==> src/rtl/mips_reg_file_reader.sv <==
// MIPS general-purpose register file: two registered read ports (rs, rt) for decode
// and one write-back port, with write-first bypass and hard-wired zero register.
module mips_reg_file_reader #(
    parameter int DATA_W = 32,
    parameter int ADDR_W = 5
) (
    input  logic              clk,
    input  logic              reset,
    input  logic              rd_en,
    input  logic [ADDR_W-1:0] rs_addr,
    input  logic [ADDR_W-1:0] rt_addr,
    input  logic              wr_en,
    input  logic [ADDR_W-1:0] wr_addr,
    input  logic [DATA_W-1:0] wr_data,
    output logic [DATA_W-1:0] rs_data,
    output logic [DATA_W-1:0] rt_data,
    output logic              rd_valid
);

    localparam int NREG = 2 ** ADDR_W;

    logic [DATA_W-1:0] mem_q [NREG];
    logic [DATA_W-1:0] mem_d [NREG];
    logic [DATA_W-1:0] rs_data_q, rs_data_d;
    logic [DATA_W-1:0] rt_data_q, rt_data_d;
    logic              rd_valid_q, rd_valid_d;

    // Index 0 reads as zero; a same-cycle write to the index wins over storage.
    function automatic logic [DATA_W-1:0] read_value(
        input logic [ADDR_W-1:0] a,
        input logic [DATA_W-1:0] stored,
        input logic              we,
        input logic [ADDR_W-1:0] wa,
        input logic [DATA_W-1:0] wd
    );
        logic [DATA_W-1:0] v;
        if (a == {ADDR_W{1'b0}}) begin
            v = {DATA_W{1'b0}};
        end else if (we && (wa == a)) begin
            v = wd;
        end else begin
            v = stored;
        end
        return v;
    endfunction

    // Next storage contents: write-back updates one word, index 0 is never written.
    always_comb begin
        mem_d = mem_q;
        if (wr_en && (wr_addr != {ADDR_W{1'b0}})) begin
            mem_d[wr_addr] = wr_data;
        end else begin
            mem_d = mem_q;
        end
    end

    // Next read-port values: data holds while idle, valid pulses only on a read.
    always_comb begin
        rs_data_d  = rs_data_q;
        rt_data_d  = rt_data_q;
        rd_valid_d = 1'b0;
        if (rd_en) begin
            rs_data_d  = read_value(rs_addr, mem_q[rs_addr], wr_en, wr_addr, wr_data);
            rt_data_d  = read_value(rt_addr, mem_q[rt_addr], wr_en, wr_addr, wr_data);
            rd_valid_d = 1'b1;
        end else begin
            rd_valid_d = 1'b0;
        end
    end

    // State update; reset clears everything and discards that cycle's requests.
    always_ff @(posedge clk) begin
        if (!reset) begin
            for (int i = 0; i < NREG; i++) begin
                mem_q[i] <= {DATA_W{1'b0}};
            end
            rs_data_q  <= {DATA_W{1'b0}};
            rt_data_q  <= {DATA_W{1'b0}};
            rd_valid_q <= 1'b0;
        end else begin
            mem_q      <= mem_d;
            rs_data_q  <= rs_data_d;
            rt_data_q  <= rt_data_d;
            rd_valid_q <= rd_valid_d;
        end
    end

    assign rs_data  = rs_data_q;
    assign rt_data  = rt_data_q;
    assign rd_valid = rd_valid_q;

endmodule

==> config.mk <==
export PLATFORM = sky130hd
export DESIGN_NAME = mips_reg_file_reader
export DESIGN_NICKNAME = d
export VERILOG_FILES = /design/src/rtl/mips_reg_file_reader.sv
export SDC_FILE = /design/constraint.sdc
export NUM_CORES = 2
export LEC_CHECK = 0
export CORE_ASPECT_RATIO = 0.6
export CORE_MARGIN = 3
export CORE_UTILIZATION = 40
export DETAILED_ROUTE_END_ITERATION = 8
export SLEW_MARGIN = 20
export SYNTH_ARGS = -nofsm -noshare
export SYNTH_HDL_FRONTEND = slang
export SYNTH_SLANG_ARGS = --single-unit
==> constraint.sdc <==
create_clock -name clk -period 2.86 [get_ports clk]
set_input_delay 0.715 -clock clk [delete_from_list [all_inputs] [get_ports clk]]
set_output_delay 0.715 -clock clk [all_outputs]
set_load 0.02 [all_outputs]
==> impl_metrics.yaml <==
worst_setup_path:
  crit_buf_inv: 1
  crit_type: "flop to output port"
  worst_path_max_delay_cell: "clkdlybuf4s50_1"
  ff2ff_path_depth: 4
  crit_path_start_kind: "flop"
  cp_data_arrival_time_ps: 2090
  max_stage_delay_ps: 710
  path_delay_family: "buffers and inverters"
  path_depth: 1
  cp_max_fo: 2
  critical_path.cell_chain: "clkdlybuf4s50_1"
  crit_path_end_kind: "output port"
  cp.required_ps: 2140
yosys:
  async_reset_ff_share_pct: 0
  ys_seq_elements: 1089
  yosysSeqAreaShare_pct: 38.55
  synth-edff-count: 0
  ys_warn_count: 0
  syn_nets: 6578
  synth_area_sq_um: 56550
  synth_top_area_cell: "dfxtp_1"
  synth_area_leaders: "dfxtp_1 39%, mux2i_1 14%, nand2_1 13%"
  synth_cells: 6527
  synth_top_area_share_pct: 38.55
  synthFlopType: "dfxtp_1"
  ys_types: 53
  syn-mean-instance-area_sq_um: 8.664
clock_network:
  ctsResizeCount: 0
  clkTransAtPathRegs_ps: 70
  cts_sinks: 1089
  hold_buffers: 0
  htree_levels: 3
  postCtsSetupBuffers: 0
  cts_buffer_depth: 3
  clk-insertion-delay-late_ps: 760
  cts_tree: "done"
  cts-root-buf: "clkbuf_16"
  numCtsBuffers: 108
die:
  io_pins: 116
  design.die.area_sq_um: 146100
  chipHeight_um: 297.2
  dieWidth_um: 491.4
  fp-row-count: 106
  initial_core_util_pct: 40.45
  core_sq_um: 139800
detailed_routing:
  drt_wl_total_mm: 250.0
  drt_iter0_markers: 7501
  drc: 0
  postRouteAntennaNets: 0
  via_per_inst: 6.118
  via_count: 52270
  dr.pass1.iters: 6
  wl_per_cell_um: 29.26
grt:
  overflow: 0
  grt_usage_pct: 32.92
  grt_max_degree: 232
  antenna_found_initial: 13
  grt_pass1_wl_mm: 356.5
  grt_pass1_vias: 47990
cells_and_area:
  multi_input_comb_area_sq_um: 32200
  drive_gt1_share_pct: 13.76
  nets: 6607
  fill_cells: 12960
  seqCellArea_sq_um: 21800
  area_growth_pct: 19.12
  stdcell_area_sq_um: 67360
timing:
  finalHoldViolCount: 0
  rsz0062_at_grt: "false"
  worstMarginPinSlew_ps: 995.0
  slew_viol_final: 0
  slew_headroom_pct: 33.67
  skew_ps: 28.84
  max_freq_ghz: 0.3570
  finalCritPeriodShare_pct: 97.94
  setup_viol: 0
  fin_crit_ps: 2801
worst_hold_path:
  holdPathStages: 2
  hp-class: "primary input to flop"
power:
  p_per_area_nw_per_um2: 524.2
  seqPwrFrac_pct: 44.0
  internal-power_mw: 25.69
  fin_total_pwr_mw: 35.31
  vdd_ir_drop_max_mv: 0.5120
  power.leakage_nw: 23.41
  switching_share_pct: 27.25
  switchingPower_mw: 9.621
  power_frac_comb_pct: 11.7
  p_clk_share_pct: 44.3
run_status:
  status: "complete, no violations"
run:
  drv_cap: 0
placed_design:
  gp_congestion: 0.9947
  portBuffers: 115
  post-dp-hpwl_mm: 169.1
  place_area_sq_um: 63510
-- layout make-up --
cell class / instances / area share, %
diodes: 4 / 0.01486
clock buffers: 147 / 4.616
clock inverters: 57 / 1.033
multi-input cells: 4752 / 47.80
flip-flops and latches: 1089 / 32.37
well taps: 1890 / 3.511
repair buffers: 605 / 10.66
-- placed cells by master, fill, tap and decap left out, types with 4 or more instances in the layout --
cell,count
clkinv_4,4
nand2_2,31
a21boi_1,147
o211ai_1,31
nor2_1,36
clkinv_2,25
bufinv_16,12
o31ai_1,31
and2_1,35
clkbuf_1,13
buf_12,185
xnor2_1,10
mux2i_1,763
clkbuf_8,26
o2111ai_1,31
and4b_2,6
nand3_1,4
a21boi_0,845
nor2_4,28
buf_4,305
nor4bb_4,7
nand2_1,1993
dfxtp_1,1089
nor4b_4,5
clkbuf_16,108
mux4_2,130
a221o_1,32
a22oi_1,413
clkinvlp_4,8
diode_2,4
nand4_1,65
nand2b_1,31
clkdlybuf4s50_1,110
nor4_1,31
-- metal layers --
layer | wire (um) | part of all wire (%) | GRT usage, %
met5 | 327 | 0.13 | 1.331
met4 | 7563 | 3.0 | 8.904
met3 | 39880 | 16 | 15.18
met2 | 94680 | 38 | 42.82
met1 | 107600 | 43 | 47.75
-- Yosys cell counts, types with 3 or more instances --
master and number:
a21boi_0 845, a21boi_1 147, a221o_1 32, a22oi_1 413, and2_1 36, and4b_1 6
buf_1 8, buf_2 208, buf_4 32, buf_6 5, clkbuf_1 402, clkbuf_2 31
dfxtp_1 1089, mux2i_1 763, mux4_2 130, nand2_1 2024, nand2b_1 31, nand3_1 5
nand3b_1 3, nand4_1 65, nor2_1 57, nor2_2 7, nor3_1 4, nor4_1 31
nor4b_2 4, nor4bb_1 7, o2111ai_1 31, o211ai_1 31, o21ai_1 3, o31ai_1 31
or2_2 3, or3b_2 3, xnor2_1 10
-- cells by family (layout without fill, tap and decap cells) --
group,count (synthesis),in the layout,share of synthesized area [%]
buffers and inverters,686,809,5.361
muxes,893,893,18.68
AOI/OAI and AO/OA,1540,1540,20.65
and+or+nand+nor,2309,2309,16.60
xor gates and xnor gates,10,10,0.1549
other,0,4,0
DFF,1089,1089,38.55
-- per-stage QoR --
| stage | instances | util [%] | setup TNS, ps | setup WS [ps] | hold slack (ps) |
|---|---|---|---|---|---|
| after global placement | 8335 | 45.44 | -3544 | -274.2 | 452.7 |
| after CTS | 8539 | 48.16 | 0 | 90.26 | 315.5 |
| after floorplan | 6527 | - | 0 | 470.1 | 443.9 |
| after global routing | 8541 | 48.18 | 0 | 70.71 | 322.9 |
| after detailed placement | 8335 | 45.44 | -4282 | -241.0 | 457.0 |
| final | 8544 | 48.18 | 0 | 59.02 | 340.4 |
-- sequential cells by signal (all words and copies together) (netlist names) --
register and flops:
mem_q 1024, rs_data 32, rt_data 32, rd_valid 1
-- final timing paths --
| check | startpoint | end | slack [ps] |
|---|---|---|---|
| hold reg to reg | mem_q[491] | mem_q[491] | 470 |
| hold / removal | reset | rd_valid | 340 |
| setup / recovery | rt_data[20] | rt_data[20] | 60 |
| setup reg to reg | mem_q[9] | rt_data[9] | 840 |
-- power by group through the flow --
stage	clock network (mW)	registers [mW]	logic [mW]
6_report	15.6	15.5	4.12
5_1_grt	16.3	15.6	4.19
4_1_cts	15.7	15.5	3.93
3_5_place_dp	0	15.9	3.92
3_3_place_gp	0	15.9	3.90
2_1_floorplan	0	15.9	1.95
Power figures use the tool's default switching activity.
